==> src/rtl/hazard_stall_controller.sv <==
// hazard_stall_controller
// Central stall/flush sequencer for the 5-stage pipeline. Covers the hazards
// that forwarding cannot resolve: load-use, branch/JALR operands still
// arriving from a load in MEM, multi-cycle mul/div occupancy of EX, and
// data-memory wait states. Outputs are combinational from the current state
// and the inputs; state and counters update on the rising clock edge.
module hazard_stall_controller #(
    parameter int REGFILE_LEN    = 6,
    parameter int INSTR_WIDTH    = 32,
    parameter int OPCODE_WIDTH   = 7,
    parameter int CNT_WIDTH      = 32,
    parameter int MULDIV_TIMEOUT = 64
) (
    input  logic                   clk,
    input  logic                   rst,
    input  logic [INSTR_WIDTH-1:0] instr_IF_ID,
    input  logic [REGFILE_LEN-1:0] rs1_IF_ID,
    input  logic [REGFILE_LEN-1:0] rs2_IF_ID,
    input  logic [REGFILE_LEN-1:0] rd_ID_EX,
    input  logic                   reg_write_ID_EX,
    input  logic                   mem_read_ID_EX,
    input  logic [REGFILE_LEN-1:0] rd_EX_MEM,
    input  logic                   mem_read_EX_MEM,
    input  logic                   muldiv_start,
    input  logic                   muldiv_done,
    input  logic                   dmem_wait,
    input  logic                   redirect_req,
    output logic                   stall_PC,
    output logic                   stall_IF_ID,
    output logic                   stall_ID_EX,
    output logic                   stall_EX_MEM,
    output logic                   bubble_ID_EX,
    output logic                   bubble_EX_MEM,
    output logic                   bubble_MEM_WB,
    output logic                   flush_IF_ID,
    output logic                   redirect_ack,
    output logic [1:0]             ctrl_state,
    output logic [CNT_WIDTH-1:0]   stall_cycles
);

    // Controller states
    localparam logic [1:0] ST_RUN         = 2'b00;
    localparam logic [1:0] ST_MULDIV_WAIT = 2'b01;
    localparam logic [1:0] ST_MEM_WAIT    = 2'b10;

    // Timeout counter wide enough to hold MULDIV_TIMEOUT-1
    localparam int TO_WIDTH = $clog2(MULDIV_TIMEOUT) + 1;
    localparam logic [TO_WIDTH-1:0] TO_LAST = TO_WIDTH'(MULDIV_TIMEOUT - 1);

    // RISC-V major opcodes relevant to source-register usage
    localparam logic [OPCODE_WIDTH-1:0] OPC_OP     = OPCODE_WIDTH'(7'b0110011);
    localparam logic [OPCODE_WIDTH-1:0] OPC_OP_IMM = OPCODE_WIDTH'(7'b0010011);
    localparam logic [OPCODE_WIDTH-1:0] OPC_LOAD   = OPCODE_WIDTH'(7'b0000011);
    localparam logic [OPCODE_WIDTH-1:0] OPC_STORE  = OPCODE_WIDTH'(7'b0100011);
    localparam logic [OPCODE_WIDTH-1:0] OPC_BRANCH = OPCODE_WIDTH'(7'b1100011);
    localparam logic [OPCODE_WIDTH-1:0] OPC_JALR   = OPCODE_WIDTH'(7'b1100111);

    logic [1:0]           state_reg;
    logic [1:0]           state_next;
    logic [TO_WIDTH-1:0]  to_cnt_reg;
    logic [TO_WIDTH-1:0]  to_cnt_next;
    logic [CNT_WIDTH-1:0] stall_cycles_reg;

    // Only the opcode field matters here; rd write-enable is implied by
    // mem_read for the loads this block cares about.
    logic unused_sigs;
    assign unused_sigs = ^{reg_write_ID_EX, instr_IF_ID[INSTR_WIDTH-1:OPCODE_WIDTH]};

    // ------------------------------------------------------------------
    // Opcode decode of the instruction sitting in ID
    // ------------------------------------------------------------------
    logic [OPCODE_WIDTH-1:0] opcode;
    logic is_r, is_ialu, is_load, is_store, is_branch, is_jalr;
    logic is_ctrl;

    assign opcode    = instr_IF_ID[OPCODE_WIDTH-1:0];
    assign is_r      = (opcode == OPC_OP);
    assign is_ialu   = (opcode == OPC_OP_IMM);
    assign is_load   = (opcode == OPC_LOAD);
    assign is_store  = (opcode == OPC_STORE);
    assign is_branch = (opcode == OPC_BRANCH);
    assign is_jalr   = (opcode == OPC_JALR);
    assign is_ctrl   = is_branch | is_jalr;

    // Per-source view: index and whether the opcode actually reads it
    logic [REGFILE_LEN-1:0] src_idx  [2];
    logic                   src_used [2];

    assign src_idx[0]  = rs1_IF_ID;
    assign src_idx[1]  = rs2_IF_ID;
    assign src_used[0] = is_r | is_ialu | is_load | is_store | is_branch | is_jalr;
    assign src_used[1] = is_r | is_store | is_branch;

    // Match each used, nonzero source against the EX and MEM destinations.
    // x0 never creates a dependency.
    logic [1:0] ex_match;
    logic [1:0] mem_match;

    generate
        for (genvar gi = 0; gi < 2; gi++) begin : g_src_cmp
            assign ex_match[gi]  = src_used[gi] && (src_idx[gi] != '0) &&
                                   (src_idx[gi] == rd_ID_EX);
            assign mem_match[gi] = src_used[gi] && (src_idx[gi] != '0) &&
                                   (src_idx[gi] == rd_EX_MEM);
        end
    endgenerate

    logic load_use;
    logic br_load_mem;
    logic muldiv_multi;

    // Load in EX feeding any used source of the ID instruction
    assign load_use    = mem_read_ID_EX && (rd_ID_EX != '0) && (|ex_match);
    // Branch/JALR resolves in ID, so a load still in MEM is too late to forward
    assign br_load_mem = is_ctrl && mem_read_EX_MEM && (rd_EX_MEM != '0) && (|mem_match);
    // A start that completes in the same cycle behaves as a single-cycle op
    assign muldiv_multi = muldiv_start && !muldiv_done;

    // ------------------------------------------------------------------
    // Next-state and raw output decode
    // ------------------------------------------------------------------
    logic stall_pc_raw, stall_if_id_raw, stall_id_ex_raw, stall_ex_mem_raw;
    logic bubble_id_ex_raw, bubble_ex_mem_raw, bubble_mem_wb_raw;
    logic flush_if_id_raw, redirect_ack_raw;

    // Priority-ordered stall/flush selection per state
    always_comb begin
        state_next        = state_reg;
        to_cnt_next       = to_cnt_reg;
        stall_pc_raw      = 1'b0;
        stall_if_id_raw   = 1'b0;
        stall_id_ex_raw   = 1'b0;
        stall_ex_mem_raw  = 1'b0;
        bubble_id_ex_raw  = 1'b0;
        bubble_ex_mem_raw = 1'b0;
        bubble_mem_wb_raw = 1'b0;
        flush_if_id_raw   = 1'b0;
        redirect_ack_raw  = 1'b0;

        case (state_reg)
            ST_RUN: begin
                if (dmem_wait) begin
                    // Freeze everything up to MEM, drain nothing into WB
                    stall_pc_raw      = 1'b1;
                    stall_if_id_raw   = 1'b1;
                    stall_id_ex_raw   = 1'b1;
                    stall_ex_mem_raw  = 1'b1;
                    bubble_mem_wb_raw = 1'b1;
                    state_next        = ST_MEM_WAIT;
                end else if (muldiv_multi) begin
                    // EX is occupied: hold the front end, feed NOPs to MEM
                    stall_pc_raw      = 1'b1;
                    stall_if_id_raw   = 1'b1;
                    stall_id_ex_raw   = 1'b1;
                    bubble_ex_mem_raw = 1'b1;
                    state_next        = ST_MULDIV_WAIT;
                    to_cnt_next       = '0;
                end else if (load_use || br_load_mem) begin
                    // Hold the consumer in ID and insert one bubble into EX
                    stall_pc_raw      = 1'b1;
                    stall_if_id_raw   = 1'b1;
                    bubble_id_ex_raw  = 1'b1;
                end else if (redirect_req) begin
                    // Operands are current, so the redirect may proceed
                    redirect_ack_raw  = 1'b1;
                    flush_if_id_raw   = 1'b1;
                end
            end

            ST_MULDIV_WAIT: begin
                stall_pc_raw      = 1'b1;
                stall_if_id_raw   = 1'b1;
                stall_id_ex_raw   = 1'b1;
                bubble_ex_mem_raw = 1'b1;
                to_cnt_next       = to_cnt_reg + TO_WIDTH'(1);
                if (dmem_wait) begin
                    // Memory stall overrides; the muldiv hold is not resumed
                    stall_ex_mem_raw  = 1'b1;
                    bubble_mem_wb_raw = 1'b1;
                    state_next        = ST_MEM_WAIT;
                end else if (muldiv_done || (to_cnt_reg == TO_LAST)) begin
                    // Exit cycle is still stalled; release next cycle
                    state_next        = ST_RUN;
                end
            end

            ST_MEM_WAIT: begin
                if (dmem_wait) begin
                    stall_pc_raw      = 1'b1;
                    stall_if_id_raw   = 1'b1;
                    stall_id_ex_raw   = 1'b1;
                    stall_ex_mem_raw  = 1'b1;
                    bubble_mem_wb_raw = 1'b1;
                end else begin
                    state_next        = ST_RUN;
                end
            end

            default: begin
                state_next = ST_RUN;
            end
        endcase
    end

    // While reset is held every control output is forced low, even though
    // the inputs might otherwise request a stall in RUN.
    assign stall_PC      = stall_pc_raw      & ~rst;
    assign stall_IF_ID   = stall_if_id_raw   & ~rst;
    assign stall_ID_EX   = stall_id_ex_raw   & ~rst;
    assign stall_EX_MEM  = stall_ex_mem_raw  & ~rst;
    assign bubble_ID_EX  = bubble_id_ex_raw  & ~rst;
    assign bubble_EX_MEM = bubble_ex_mem_raw & ~rst;
    assign bubble_MEM_WB = bubble_mem_wb_raw & ~rst;
    assign flush_IF_ID   = flush_if_id_raw   & ~rst;
    assign redirect_ack  = redirect_ack_raw  & ~rst;
    assign ctrl_state    = state_reg;
    assign stall_cycles  = stall_cycles_reg;

    // ------------------------------------------------------------------
    // Sequential state
    // ------------------------------------------------------------------

    // State register and muldiv timeout counter
    always_ff @(posedge clk or posedge rst) begin
        if (rst) begin
            state_reg  <= ST_RUN;
            to_cnt_reg <= '0;
        end else begin
            state_reg  <= state_next;
            to_cnt_reg <= to_cnt_next;
        end
    end

    // Saturating count of cycles in which the PC was held
    always_ff @(posedge clk or posedge rst) begin
        if (rst) begin
            stall_cycles_reg <= '0;
        end else if (stall_PC && (stall_cycles_reg != '1)) begin
            stall_cycles_reg <= stall_cycles_reg + CNT_WIDTH'(1);
        end
    end

endmodule

==> config.mk <==
export PLATFORM = sky130hd
export DESIGN_NAME = hazard_stall_controller
export DESIGN_NICKNAME = d
export VERILOG_FILES = /design/src/rtl/hazard_stall_controller.sv
export SDC_FILE = /design/constraint.sdc
export NUM_CORES = 1
export LEC_CHECK = 0
export CORE_MARGIN = 5
export CORE_UTILIZATION = 47
export CTS_BUF_LIST = sky130_fd_sc_hd__clkbuf_4 sky130_fd_sc_hd__clkbuf_8
export DETAILED_ROUTE_END_ITERATION = 8
export GPL_ROUTABILITY_DRIVEN = 1
export PLACE_DENSITY_LB_ADDON = 0.3
export SETUP_SLACK_MARGIN = 0.1
export SLEW_MARGIN = 5
export SYNTH_ARGS = -nofsm -noshare
export SYNTH_HDL_FRONTEND = slang
export SYNTH_SLANG_ARGS = --single-unit
==> constraint.sdc <==
create_clock -name clk -period 8.95 [get_ports clk]
set_input_delay 2.2375 -clock clk [delete_from_list [all_inputs] [get_ports clk]]
set_output_delay 2.2375 -clock clk [all_outputs]
set_load 0.01 [all_outputs]
# After elaboration in Yosys (flattened, before gate mapping)
# Cells that the tools add are included.
totals:
  register_bits: 41
  in_bits: 65
  output_inout_bits: 43
  wordCells: 94
op_classes:
  n_addsub: 2
  eq_ne: 19
  mux: 28
  n_bitwise: 15
  n_reduce_logical: 27
op_table:
  columns: ["cell", "n"]
  rows:
  - ["adder 32 x 1 -> 32 bit, second input constant", 1]
  - ["inequality test 32 bit, second input constant", 1]
  - ["equality test 6 bit", 4]
  - ["nonzero test 6 bit", 4]
  - ["equality test 7 x 6 -> 1 bit, second input constant", 3]
  - ["two-way mux 1 bit", 16]
  - ["equality test 7 bit, second input constant", 2]
  - ["two-way mux 7 bit", 2]
  - ["case mux 7 bit (2 select lines)", 1]
  - ["logical AND 1 bit", 13]
  - ["two-way mux 2 bit", 5]
  - ["bitwise OR 1 bit", 8]
  - ["adder 7 x 1 -> 7 bit, second input constant", 1]
  - ["equality test 7 x 2 -> 1 bit, second input constant", 1]
  - ["equality test 7 x 5 -> 1 bit, second input constant", 1]
  - ["bitwise AND 1 bit", 6]
  - ["inequality test 2 bit, second input constant", 3]
  - ["inequality test 3 bit, second input constant", 2]
  - ["case mux 1 bit (3 select lines)", 2]
  - ["case mux 2 bit (3 select lines)", 1]
  - ["AND reduction 3 bit", 2]
  - ["OR reduction 2 bit", 2]
  - ["OR reduction 3 bit", 1]
  - ["equality test 2 x 1 -> 1 bit, second input constant", 1]
  - ["other kinds (7)", 8]

# Depth between registers and ports, before layout
depth:
  ltp_word: 17
  ltp_mapped: 10
  ltp_nobuf: 8

# Least setup slack after synthesis
# Ideal clock, no wire load.
synth_timing:
  path_kind: "input to output"
  startpoint: "in rd_ID_EX[1]"
  endpoint: "out redirect_ack"
  arrival_time_ns: 3.770
  path_slack_ns: 2.942
  cell_stages: 7
  path_buffers: 1
  cell_sequence: "or4_1 -> o31a_1 -> nand4_1 -> o41ai_1 -> a31o_2 -> nor2_1 -> buf_4"
synth_via:
  elab_chain_cells: 10
synth_lines:
  columns: ["item", "line", "rtl"]
  rows:
  - ["start: declaration", "19", "input logic [REGFILE_LEN-1:0] rd_ID_EX,"]
  - ["equality test 6 bit", "102", "(src_idx[gi] == rd_ID_EX);"]
  - ["logical AND 1 bit", "101", "assign ex_match[gi] = src_used[gi] && (src_idx[gi] != '0) &&"]
  - ["OR reduction 2 bit", "113", "assign load_use = mem_read_ID_EX && (rd_ID_EX != '0) && (|ex_match);"]
  - ["logical AND 1 bit (*)", "113", null]
  - ["logical OR 1 bit (*)", "158", "end else if (load_use || br_load_mem) begin"]
  - ["two-way mux 1 bit (*) (4 in a row)", null, null]
  - ["bitwise AND 1 bit (*)", null, null]
  - ["end: declaration", "36", "output logic redirect_ack,"]
# Every way passes the cells marked *; elsewhere a longest branch is shown, timed or not.

# Final worst setup path
layout_timing:
  startpoint: "in rd_ID_EX[1]"
  endpoint: "out stall_PC"
layout_via:
  elab_chain_cells: 10
layout_lines:
  columns: ["item", "line", "rtl"]
  rows:
  - ["equality test 6 bit", "102", null]
  - ["logical AND 1 bit", "101", null]
  - ["OR reduction 2 bit", "113", null]
  - ["logical AND 1 bit (*)", "113", null]
  - ["logical OR 1 bit (*)", "158", null]
  - ["two-way mux 1 bit (*)", "158", null]
  - ["two-way mux 1 bit (*)", "150", "end else if (muldiv_multi) begin"]
  - ["two-way mux 1 bit (*)", "142", "if (dmem_wait) begin"]
  - ["case mux 1 bit (3 select lines) (*)", "140", "case (state_reg)"]
  - ["bitwise AND 1 bit (*)", "207", "assign stall_PC = stall_pc_raw & ~rst;"]
  - ["end: declaration", "28", "output logic stall_PC,"]
# Marked as above.

==> metrics <==
outcome finished clean; core area approximately 5000 um^2; die footprint about 6800 um^2; crit path DAT 4710 ps; peak supply drop approximately 0.00010 V; total global routing track utilization between 10% and 20%; Net count, final between 400 and 500; Clk pin slew, worst setup/hold paths 80 ps; clk sinks 41; worst r2r path cells 8; number of hold-repair buffers added at the cts stage 0; flip-flop count of the largest register, all copies and words added 32; Via-to-Cell Ratio between 5 and 6; Mapped Nets 334; number of flip-flops and latches in the synthesized netlist a little over 40; synthesized instance count between 200 and 300; number of buffers created by CTS 5; via count of the first global-routing pass between 2k and 2.5k; layout cell share with drive strength beyond 1 4.30%; Reg2Reg Capture Point stall_cycles[1]; cell types with the largest area share after synthesis dfrtp_1 (42%), xor2_1 (15%), xnor2_1 (5.7%); required time reported for the critical path endpoint 6710 ps; number of remaining DRC errors 0; count of filler cells inserted in the layout 433; port bufs just over 80; Netlist Area Pre-Place around 2500 um^2; final RePlAce weighted congestion 0.821; post-synthesis sequential area ratio 41.6%; leading cell type by number of instances after synthesis xor2_1; TNS Setup 0 ps; final global-route overflow total 0; starting density of the core 48.3%; relative area change from synthesis to final layout 39.3%; Post-synth EDFFs 0; post-detailed-placement half-perimeter wirelength 4850 um; number of antenna violations at the first check in global routing 0; largest fanout on the critical path 4; wirelength, routed approximately 6200 um; number of nets with antenna violations after routing 0; library cell used as clock root buffer clkbuf_8; global-route wire length before repair ~10,000 um; Slew Limit Fails 0; worst setup path start rd_ID_EX[1]; num ports ~110; Final Setup Violations 0; cell type with the highest aggregate area in the netlist dfrtp_1; setup repair bufs after CTS 0; clock tree from TritonCTS built; nature of the critical path startpoint primary input; average cell area after synthesis ~9.2 um^2; R2R Setup Slk approximately 6500 ps; max capacitance violation total 0; number of antenna diodes 0; Peak Freq ~140 MHz; final clock skew approximately 6.5 ps; class of the tightest hold or removal check reg2reg; number of DRC violations after detailed-routing iteration 0 about 70; worst setup path endpoint stall_PC; measured slew at the worst slew-check pin 528 ps; overall power after layout between 0.5 and 0.6 mW; area share of the largest cell type after synthesis between 40% and 50%; RSZ-0062 raised after global routing false; most used standard cells in the synthesized netlist xor2_1 (43), dfrtp_1 (41), nor2_1 (29); CTS Buffer Depth 2; number of distinct standard cells referenced by the synthesized netlist 38; cell leakage power roughly 1.5 nW; Rows 26; worst-case headroom to the max-slew limit between 60% and 70%; kind of capture point of the worst setup path primary output; height of the die ~80 um; share of flip-flops with an asynchronous set or reset 100%; floorplan die width 82.5 um; primary flip-flop cell chosen by synthesis mapping dfrtp_1; type of the setup path with the least slack in2out; fin crit share 77.7%; maximum number of pins on one net before global-route repair 42; clock latency reported for the late side of the worst-skew pair 300 ps; final core occ 67.3%; detailed-route wire length per cell ~15 um; number of gates given a new drive strength after cts 0; via count around 2.2k; Final Hold Viols 0; Min Clock Period, post-route 6950 ps; worst flop-to-flop path startpoint stall_cycles[6]; total number of H-tree levels 2; Initial DRT Pass Iterations 4; number of warnings reported in the yosys synthesis log 0; power density of the placed cells around 150 nW/um^2
[cell usage in the layout, fill, tap and decap left out, types with 8 or more instances in the layout]
| master | netlist | layout |
|---|---|---|
| clkdlybuf4s50_1 | 0 | 81 |
| dfrtp_1 | 41 | 41 |
| nand2_1 | 20 | 20 |
| nand3_1 | 21 | 21 |
| nand4_1 | 10 | 10 |
| nor2_1 | 29 | 29 |
| nor3_1 | 14 | 14 |
| nor4_1 | 10 | 10 |
| o21ai_0 | 8 | 8 |
| xnor2_1 | 16 | 16 |
| xor2_1 | 43 | 43 |
[worst max-delay path, cell delays in order]
cell,delay (ps)
clkdlybuf4s50_1,480
or4_1,570
o31a_1,270
nand4_1,80
o41ai_1,80
a31o_2,290
o21a_1,220
clkdlybuf4s50_1,490
[per-layer routing]
layer  up-vias  global-route usage (%)  share of wire, %
li1       1090                       -                 -
met1      1038                    24.9                44
met2        54                    33.6                49
met3         8                    4.45               5.0
met4         0                    6.81               1.5
met5         -                       0                 0
[report_power, final]
part           total, mW  leakage (nW)  switching [mW]  internal, mW
sequential         0.226         0.548          0.0236         0.202
clock              0.158        0.0619          0.0636        0.0940
combinational      0.117         0.909          0.0517        0.0654
total              0.500          1.52           0.139         0.361
[how the worst min path moves through the flow]
stage | start | end | slack (ps) | cells past startpoint
6_report | stall_cycles[29] | stall_cycles[29] | 500 | 1
3_3_place_gp | stall_cycles[18] | stall_cycles[18] | 480 | 1
2_1_floorplan | to_cnt_reg[1] | to_cnt_reg[1] | 480 | 2
3_5_place_dp | stall_cycles[29] | stall_cycles[29] | 490 | 1
4_1_cts | stall_cycles[29] | stall_cycles[29] | 500 | 1
5_1_grt | stall_cycles[18] | stall_cycles[18] | 520 | 1
[cell families (layout without fill, tap and decap cells)]
| family | count (synthesis) | in the layout | synth area share, % |
|---|---|---|---|
| buffers and inverters | 15 | 97 | 3.50 |
| adder cells (fa/ha/maj) | 2 | 2 | 1.01 |
| multiplexers | 1 | 1 | 0.456 |
| AO/OA/AOI/OAI | 23 | 23 | 6.34 |
| XOR/XNOR | 59 | 59 | 20.9 |
| flip-flops | 41 | 41 | 41.6 |
| AND/OR/NAND/NOR | 126 | 126 | 26.2 |
[metrics by stage]
stage	std cells	hold WS (ps)	instance area, um^2	worst slack [ps]
2_1_floorplan	267	476	2470	2940
3_3_place_gp	411	477	3320	1990
3_5_place_dp	411	487	3320	1990
4_1_cts	419	501	3440	1980
5_1_grt	419	520	3440	1820
6_report	419	496	3440	2000
[layout make-up]
cell class	instances	area [um^2]	area share [%]
flip-flops and latches	41	1030	29.9
multi-input cells	211	1360	39.4
well taps	70	87.6	2.55
inverters	6	22.5	0.655
clock inverters	1	30.0	0.874
repair buffers	83	826	24.0
clock buffers	7	90.1	2.62
Power figures use the tool's default switching activity.
